### config.mk
export PLATFORM = sky130hd
export DESIGN_NAME = register_file_flat
export DESIGN_NICKNAME = d
export VERILOG_FILES = /design/src/rtl/register_file_if.sv /design/src/rtl/register_file.sv /design/src/flat_wrapper.sv
export SDC_FILE = /design/constraint.sdc
export NUM_CORES = 2
export LEC_CHECK = 0
export BUFFER_PORTS_ARGS = -buffer_cell sky130_fd_sc_hd__buf_4
export CAP_MARGIN = 20
export CORE_MARGIN = 2
export CORE_UTILIZATION = 37
export DETAILED_ROUTE_END_ITERATION = 8
export PLACE_DENSITY = 0.61
export SYNTH_ARGS = -nofsm -noshare
export SYNTH_HDL_FRONTEND = slang
export SYNTH_SLANG_ARGS = --single-unit
### constraint.sdc
create_clock -name clk_in -period 8.95 [get_ports clk_in]
set_input_delay 2.685 -clock clk_in [delete_from_list [all_inputs] [get_ports clk_in]]
set_output_delay 2.685 -clock clk_in [all_outputs]
set_load 0.005 [all_outputs]
### src/rtl/register_file_if.sv
// Issue, commit and read-port bundle shared between the issue/ROB logic (master)
// and the architectural register file (slave).
interface register_file_if #(
  parameter int ROB_WIDTH = 4
);
  logic                 clear_signal;
  logic                 issue_signal;
  logic [4:0]           issue_rd;
  logic [ROB_WIDTH-1:0] issue_tag;
  logic                 reg_done;
  logic [31:0]          reg_value;
  logic [ROB_WIDTH-1:0] reg_tag;
  logic [4:0]           rs1_addr;
  logic [4:0]           rs2_addr;
  logic [31:0]          rs1_value;
  logic [31:0]          rs2_value;
  logic                 rs1_busy;
  logic                 rs2_busy;
  logic [ROB_WIDTH-1:0] rs1_tag;
  logic [ROB_WIDTH-1:0] rs2_tag;

  modport master (
    output clear_signal, issue_signal, issue_rd, issue_tag,
    output reg_done, reg_value, reg_tag, rs1_addr, rs2_addr,
    input  rs1_value, rs2_value, rs1_busy, rs2_busy, rs1_tag, rs2_tag
  );

  modport slave (
    input  clear_signal, issue_signal, issue_rd, issue_tag,
    input  reg_done, reg_value, reg_tag, rs1_addr, rs2_addr,
    output rs1_value, rs2_value, rs1_busy, rs2_busy, rs1_tag, rs2_tag
  );
endinterface

### src/rtl/register_file.sv
// Architectural register file with ROB rename tags: issue marks rd busy under a tag,
// commit writes the value back and frees the rename only if the tag is still current.
module register_file #(
  parameter int ROB_WIDTH = 4,
  parameter int ROB_SIZE  = 2**ROB_WIDTH
) (
  input  logic          clk_in,
  input  logic          rst_in,
  input  logic          rdy_in,
  register_file_if.slave bus
);

  logic [31:0]          value_q [32];
  logic [31:0]          busy_q;
  logic [ROB_WIDTH-1:0] tag_q [32];
  logic [4:0]           rd_of_tag_q [ROB_SIZE];

  logic       issue_en;
  logic [4:0] commit_rd;
  logic       commit_frees;
  logic       bypass_en;

  assign issue_en  = bus.issue_signal & ~bus.clear_signal;
  assign commit_rd = rd_of_tag_q[bus.reg_tag];
  // A rename to the same rd in the committing cycle keeps it busy under the new tag.
  assign commit_frees = busy_q[commit_rd] && (tag_q[commit_rd] == bus.reg_tag) &&
                        !(issue_en && (bus.issue_rd == commit_rd));
  assign bypass_en = bus.reg_done & rdy_in;

  always_ff @(posedge clk_in) begin
    if (rst_in) begin
      busy_q <= '0;
      for (int i = 0; i < 32; i++) begin
        value_q[i] <= '0;
        tag_q[i]   <= '0;
      end
      for (int i = 0; i < ROB_SIZE; i++) begin
        rd_of_tag_q[i] <= '0;
      end
    end else if (rdy_in) begin
      if (issue_en) begin
        rd_of_tag_q[bus.issue_tag] <= bus.issue_rd;
        if (bus.issue_rd != 5'd0) begin
          busy_q[bus.issue_rd] <= 1'b1;
          tag_q[bus.issue_rd]  <= bus.issue_tag;
        end
      end
      if (bus.reg_done && (commit_rd != 5'd0)) begin
        value_q[commit_rd] <= bus.reg_value;
        if (commit_frees) begin
          busy_q[commit_rd] <= 1'b0;
        end
      end
      // Flush wins over any rename issued or freed this cycle.
      if (bus.clear_signal) begin
        busy_q <= '0;
      end
    end
  end

  always_comb begin
    bus.rs1_value = value_q[bus.rs1_addr];
    bus.rs1_busy  = busy_q[bus.rs1_addr];
    bus.rs1_tag   = tag_q[bus.rs1_addr];
    bus.rs2_value = value_q[bus.rs2_addr];
    bus.rs2_busy  = busy_q[bus.rs2_addr];
    bus.rs2_tag   = tag_q[bus.rs2_addr];
    if (bypass_en && (bus.rs1_addr != 5'd0) && (bus.rs1_addr == commit_rd) &&
        busy_q[bus.rs1_addr] && (tag_q[bus.rs1_addr] == bus.reg_tag)) begin
      bus.rs1_value = bus.reg_value;
      bus.rs1_busy  = 1'b0;
    end
    if (bypass_en && (bus.rs2_addr != 5'd0) && (bus.rs2_addr == commit_rd) &&
        busy_q[bus.rs2_addr] && (tag_q[bus.rs2_addr] == bus.reg_tag)) begin
      bus.rs2_value = bus.reg_value;
      bus.rs2_busy  = 1'b0;
    end
  end

endmodule

### src/flat_wrapper.sv
// flat-port wrapper written by rule: the top's interface ports become plain ports
module register_file_flat 
#(
  parameter int ROB_WIDTH = 4,
  parameter int ROB_SIZE  = 2**ROB_WIDTH
)
  (clk_in, rst_in, rdy_in, bus_clear_signal, bus_issue_signal, bus_issue_rd, bus_issue_tag, bus_reg_done, bus_reg_value, bus_reg_tag, bus_rs1_addr, bus_rs2_addr, bus_rs1_value, bus_rs2_value, bus_rs1_busy, bus_rs2_busy, bus_rs1_tag, bus_rs2_tag);
  register_file_if #(.ROB_WIDTH(ROB_WIDTH)) bus_i ();
  input  logic clk_in;
  input  logic rst_in;
  input  logic rdy_in;
  input wire logic [$bits(bus_i.clear_signal)-1:0] bus_clear_signal;
  input wire logic [$bits(bus_i.issue_signal)-1:0] bus_issue_signal;
  input wire logic [$bits(bus_i.issue_rd)-1:0] bus_issue_rd;
  input wire logic [$bits(bus_i.issue_tag)-1:0] bus_issue_tag;
  input wire logic [$bits(bus_i.reg_done)-1:0] bus_reg_done;
  input wire logic [$bits(bus_i.reg_value)-1:0] bus_reg_value;
  input wire logic [$bits(bus_i.reg_tag)-1:0] bus_reg_tag;
  input wire logic [$bits(bus_i.rs1_addr)-1:0] bus_rs1_addr;
  input wire logic [$bits(bus_i.rs2_addr)-1:0] bus_rs2_addr;
  output wire logic [$bits(bus_i.rs1_value)-1:0] bus_rs1_value;
  output wire logic [$bits(bus_i.rs2_value)-1:0] bus_rs2_value;
  output wire logic [$bits(bus_i.rs1_busy)-1:0] bus_rs1_busy;
  output wire logic [$bits(bus_i.rs2_busy)-1:0] bus_rs2_busy;
  output wire logic [$bits(bus_i.rs1_tag)-1:0] bus_rs1_tag;
  output wire logic [$bits(bus_i.rs2_tag)-1:0] bus_rs2_tag;
  assign bus_i.clear_signal = bus_clear_signal;
  assign bus_i.issue_signal = bus_issue_signal;
  assign bus_i.issue_rd = bus_issue_rd;
  assign bus_i.issue_tag = bus_issue_tag;
  assign bus_i.reg_done = bus_reg_done;
  assign bus_i.reg_value = bus_reg_value;
  assign bus_i.reg_tag = bus_reg_tag;
  assign bus_i.rs1_addr = bus_rs1_addr;
  assign bus_i.rs2_addr = bus_rs2_addr;
  assign bus_rs1_value = bus_i.rs1_value;
  assign bus_rs2_value = bus_i.rs2_value;
  assign bus_rs1_busy = bus_i.rs1_busy;
  assign bus_rs2_busy = bus_i.rs2_busy;
  assign bus_rs1_tag = bus_i.rs1_tag;
  assign bus_rs2_tag = bus_i.rs2_tag;
  register_file #(.ROB_WIDTH(ROB_WIDTH), .ROB_SIZE(ROB_SIZE)) u_core (.clk_in(clk_in), .rst_in(rst_in), .rdy_in(rdy_in), .bus(bus_i));
endmodule
# Word level (Yosys, flattened, before mapping)
# Memory sizes are Yosys's and may differ from the RTL's.
# Cells that the tools add are included.
dict set report op_classes {
  reduce_logical 22
  bitwise 6
  n_lt_le_gt_ge 6
  eq_ne 6
  muxes 45
}
# operator count
set op_table {}
lappend op_table {{$mux W32} 10}
lappend op_table {{$and A32 B32 Y32} 1}
lappend op_table {{$not A32 Y32} 1}
lappend op_table {{$or A32 B32 Y32} 1}
lappend op_table {{$reduce_or A32 Y1} 1}
lappend op_table {{$mux W1} 25}
lappend op_table {{$lt A5 B6 Y1 const B} 4}
lappend op_table {{$reduce_bool A5 Y1} 4}
lappend op_table {{$bmux W1 S5} 3}
lappend op_table {{$eq A5 B5 Y1} 3}
lappend op_table {{$mux W5} 3}
lappend op_table {{$logic_and A1 B1 Y1} 14}
lappend op_table {{$eq A4 B4 Y1} 3}
lappend op_table {{$demux W1 S5} 2}
lappend op_table {{$ge A5 B1 Y1 const B} 2}
lappend op_table {{$mux W4} 2}
lappend op_table {{$reduce_or A5 Y1} 1}
lappend op_table {{$reduce_or A4 Y1} 1}
lappend op_table {{$and A1 B1 Y1} 2}
lappend op_table {{$logic_not A1 Y1} 1}
lappend op_table {{$not A1 Y1} 1}
dict set report word_totals {
  register_bits 32
  input_bits 61
  memories 3
  output_inout_bits 74
  ram_bits 1232
  word_cells 89
}
# memory words width rd rd_ports_with_merged_regs wr line_no
set memory_table {}
lappend memory_table {u_core.value_q 32 32 2 0 32 register_file.sv:13} ;# logic [31:0] value_q [32];
lappend memory_table {u_core.tag_q 32 4 3 0 32 register_file.sv:15} ;# logic [ROB_WIDTH-1:0] tag_q [32];
lappend memory_table {u_core.rd_of_tag_q 16 5 1 0 16 register_file.sv:16} ;# logic [4:0] rd_of_tag_q [ROB_SIZE];

# Logic depth before layout (Yosys ltp)
dict set report logic_depth {
  ltp_word 13
  depth_mapped 19
}

# Worst setup path after synthesis
# Ideal clock, no wire load.
dict set report synth_timing {
  kind {input -> output}
  startpoint {in bus_rs2_addr[0]}
  endpoint {out bus_rs2_value[13]}
  setup_slack_ns 0.321
  path_stages 13
  n_path_buf 4
  arrival_time_ns 5.944
  cell_sequence {buf_2 buf_1 mux4_2 mux4_2 mux2_2 xor2_1 nor2_1 and4b_1 nand3_1 clkbuf_1 buf_1 nor2_1 a21oi_1}
}
dict set report synth_via {
  word_cells_on_any_way 12
  classes_between {eq/ne: 2; mux: 3; reduce/logical: 5; memory: 2}
}
# item line_no
set synth_rtl {}
lappend synth_rtl {{start: declaration} flat_wrapper.sv:20} ;# input wire logic [$bits(bus_i.rs2_addr)-1:0] bus_rs2_addr;
lappend synth_rtl {{$mem_v2 Z32 W4} -}
lappend synth_rtl {{via bus_rs2_tag[0]} flat_wrapper.sv:26} ;# output wire logic [$bits(bus_i.rs2_tag)-1:0] bus_rs2_tag;
lappend synth_rtl {{$eq A4 B4 Y1} register_file.sv:74} ;# busy_q[bus.rs2_addr] && (tag_q[bus.rs2_addr] == bus.reg_tag)) begin
lappend synth_rtl {{$logic_and A1 B1 Y1} register_file.sv:74}
lappend synth_rtl {{$mux W32} register_file.sv:73} ;# if (bypass_en && (bus.rs2_addr != 5'd0) && (bus.rs2_addr == commit_rd) &&
lappend synth_rtl {{end: declaration} flat_wrapper.sv:22} ;# output wire logic [$bits(bus_i.rs2_value)-1:0] bus_rs2_value;
# The timed path passes the listed nets, and every way through them passes these cells. The select of a mux whose other input is x is not followed.

# Worst setup path after layout
dict set report layout_timing {
  startpoint {in bus_rs2_addr[0]}
  endpoint {out bus_rs2_value[4]}
}
dict set report layout_via {
  elab_chain_len 6
  word_cells_on_any_way 12
  classes_between {eq/ne: 2; mux: 3; reduce/logical: 5; memory: 2}
}
# item line_no
set layout_rtl {}
lappend layout_rtl {{parallel branches: the longest is 5 deep, another holds $mem_v2 Z32 W4} -}
lappend layout_rtl {{$mux W32 (*)} register_file.sv:73}
# Every way passes the cells marked *. The select of a mux whose other input is x is not followed.

==> impl_metrics.ini <==
[cts]
clock_latency_ns = 0.81
clkTransAtPathRegs_ns = 0.06
cts_setup_buffers = 0
cts.sinks = 1264
cts_resized = 0
cts_root_buffer = clkbuf_16
numCtsBuffers = 142
ctsHoldBuffers = 0
htree_levels = 4
tritoncts = yes
cts_buffer_depth = 3

[route]
routed-wl-met3_um = 19100
drt-pass1-iter-count = 5
wl_per_cell_um = 31.6
routed-wl-met2_um = 110000
vias = 42900
drtIter0Drc = 5067
highest_layer = met5
wl_um = 226000
antenna_left = 0
drc = 0
vias_per_cell = 5.99
met1_length_um = 84900

[yosys]
synthTopCellsByArea = edfxtp_1 (53%), mux4_2 (25%), and2_1 (11%)
yosys.area.top_type = edfxtp_1
async_reset_ff_frac = 0
synth-edff-count = 1232
syn_area_per_cell_um2 = 15.2
netlist.area_leader.share = 0.534
syn_inst = 4548
ys_warn_count = 0
synth_cell_types = 78
synth_area_um2 = 69200
yosys_most_used_dff = edfxtp_1
ys_seq_elements = 1264
yosysSeqAreaShare = 0.544

[place]
place_congestion = 0.901
dpl-instance-area_um2 = 73300
hpwl_um = 135000
io_buffers = 134

[timing]
timing.final.crit_share = 0.983
min_period_ns = 8.80
hold_viol_final = 0
whs_ns = 0.518
fmax_ghz = 0.114
rsz0062_at_grt = no
fin_tns_setup_ns = 0
finalMaxSlewViolations = 0
max-slew-margin-rel = 0.213
setup_viol_count_final = 0
clock_skew_ns = 0.0305
worst_pin_slew_ns = 1.18

[power_and_ir_drop]
powerDensity_nw_per_um2 = 186
p_leak_uw = 0.0277
power_uw = 14500
ir_drop_mv = 0.150

[outcome]
status = completed

[setup_path]
r2r_start = u_core.rd_of_tag_q[3][0]
critPathCaptureType = output port
ff2ff_path_depth = 14
reg2reg_to = u_core.busy_q[2]
crit_path_end = bus_rs2_value[4]
crit_chain = buf_8 > buf_12 > buf_12 > mux4_2 > mux4_2 > mux2i_1 > a21oi_1 > buf_4
critPathKind = in2out
slowest_delay_ns = 0.77
cp_max_fo = 80
slowest_stage = mux2i_1
start_kind = primary input
critical_path_required_ns = 6.27
rrSetupSlack_ns = 4.01
startpoint = bus_rs2_addr[0]
cp.arrival_ns = 6.12

[layout]
drive_gt1_frac = 0.300
fin_area_um2 = 78000
area_growth_pct = 12.6
final_nets = 4616

[grt]
grt_pass1_vias = 43600
grt.overflow.total = 0
grt_usage = 0.235
grt_max_degree = 92
grt_pass1_wl_um = 321000
antenna_found_initial = 9

[die]
die-area_um2 = 191000
ioPinCount = 135
row_count = 158
fp.dieH_um = 437
core_um2 = 186000
die_w_um = 437
start_util = 0.373

[worst_hold_path]
hp-class = reg2reg

[job]
maxCapViolations = 0
-- synth_stat cells (3+ instances only) --
master / number
a21oi_1: 96
xnor2_1: 18
nor2_1: 192
buf_6: 8
nand2_1: 125
o22ai_1: 7
o21ai_1: 3
a221oi_1: 9
a22oi_1: 10
clkbuf_1: 353
dfxtp_1: 32
and3_1: 5
nand2b_1: 7
o2111ai_1: 4
a31oi_1: 10
edfxtp_1: 1232
nand3_1: 25
mux4_2: 755
mux2_2: 14
a32oi_1: 7
nor2b_1: 5
nor4_1: 13
nand3b_1: 3
and2_1: 1171
mux2i_1: 110
o21ai_0: 19
buf_2: 20
buf_1: 72
nor3_1: 36
a21oi_2: 8
inv_1: 9
nand4_1: 16
buf_4: 12
or2_2: 80
xor2_1: 7
-- cells in the final DEF (no fill, tap or decap), drive strengths merged, types with 8 or more instances in the layout --
cell / count
a221oi: 9
clkbuf: 183
clkinv: 51
dfxtp: 32
mux2: 14
nor3: 38
nand2: 126
o21ai: 23
mux2i: 113
edfxtp: 1232
bufinv: 15
conb: 36
inv: 19
xnor2: 19
xor2: 8
a22oi: 10
or2: 81
a31oi: 10
buf: 294
nand4: 17
nor4: 15
o22ai: 8
nor2: 194
a21oi: 104
nand3: 25
mux4: 755
and2: 1171
-- sequential cells by signal (all words and copies together) (netlist names) --
register and cells:
u_core.rd_of_tag_q 80, u_core.value_q 1024, u_core.tag_q 128, u_core.busy_q 32
-- layer usage --
metal,GRT usage,vias up
li1,-,17500
met1,0.303,22500
met2,0.386,2350
met3,0.0412,517
met4,0.114,6
met5,0,-
-- final cells by class --
cell class / instances / area, um2
Tap cell: 2480 / 3100
Clock inverter: 77 / 847
Antenna cell: 5 / 12.5
Multi-Input combinational cell: 2842 / 30100
Clock buffer: 183 / 3770
Fill cell: 16500 / 108000
Sequential cell: 1264 / 37600
Inverter: 11 / 41.3
Timing Repair Buffer: 294 / 2490
-- worst min-delay path by stage --
stage,slack [ns],start,end,cells after the start
6_report,0.52,u_core.busy_q[25],u_core.busy_q[25],2
3_5_place_dp,0.49,u_core.busy_q[13],u_core.busy_q[13],2
3_3_place_gp,0.49,u_core.busy_q[13],u_core.busy_q[13],2
5_1_grt,0.53,u_core.busy_q[0],u_core.busy_q[0],1
2_1_floorplan,0.46,u_core.busy_q[13],u_core.busy_q[13],2
4_1_cts,0.50,u_core.busy_q[13],u_core.busy_q[13],2
-- cells by family after synthesis --
kind of cell | count (synthesis) | share of synthesized area
other | 1 | 0.0000542
XOR/XNOR | 27 | 0.00363
multiplexers | 882 | 0.265
flip-flops | 1264 | 0.544
AO/OA/AOI/OAI | 195 | 0.0175
AND/OR/NAND/NOR | 1702 | 0.143
buffers and inverters | 477 | 0.0278
-- power by group --
part | switching, uW | internal (uW)
registers | 114 | 6680
clock network | 2490 | 3430
logic | 1070 | 743
total | 3680 | 10900
-- worst max-delay path, delay by kind of cell --
kind / cells / cell delay (ns)
compound gates: 1 / 0.18
buf+inv: 4 / 1.26
mux: 3 / 1.87
-- through the flow --
stage               worst slack, ns  std cells   util
finish                        0.149       7156  0.420
global route                 0.0364       7155  0.420
CTS                           0.225       7151  0.420
detailed placement            0.223       6891  0.395
global placement              0.255       6891  0.395
floorplan                     0.321       4583      -
Power figures use the tool's default switching activity.
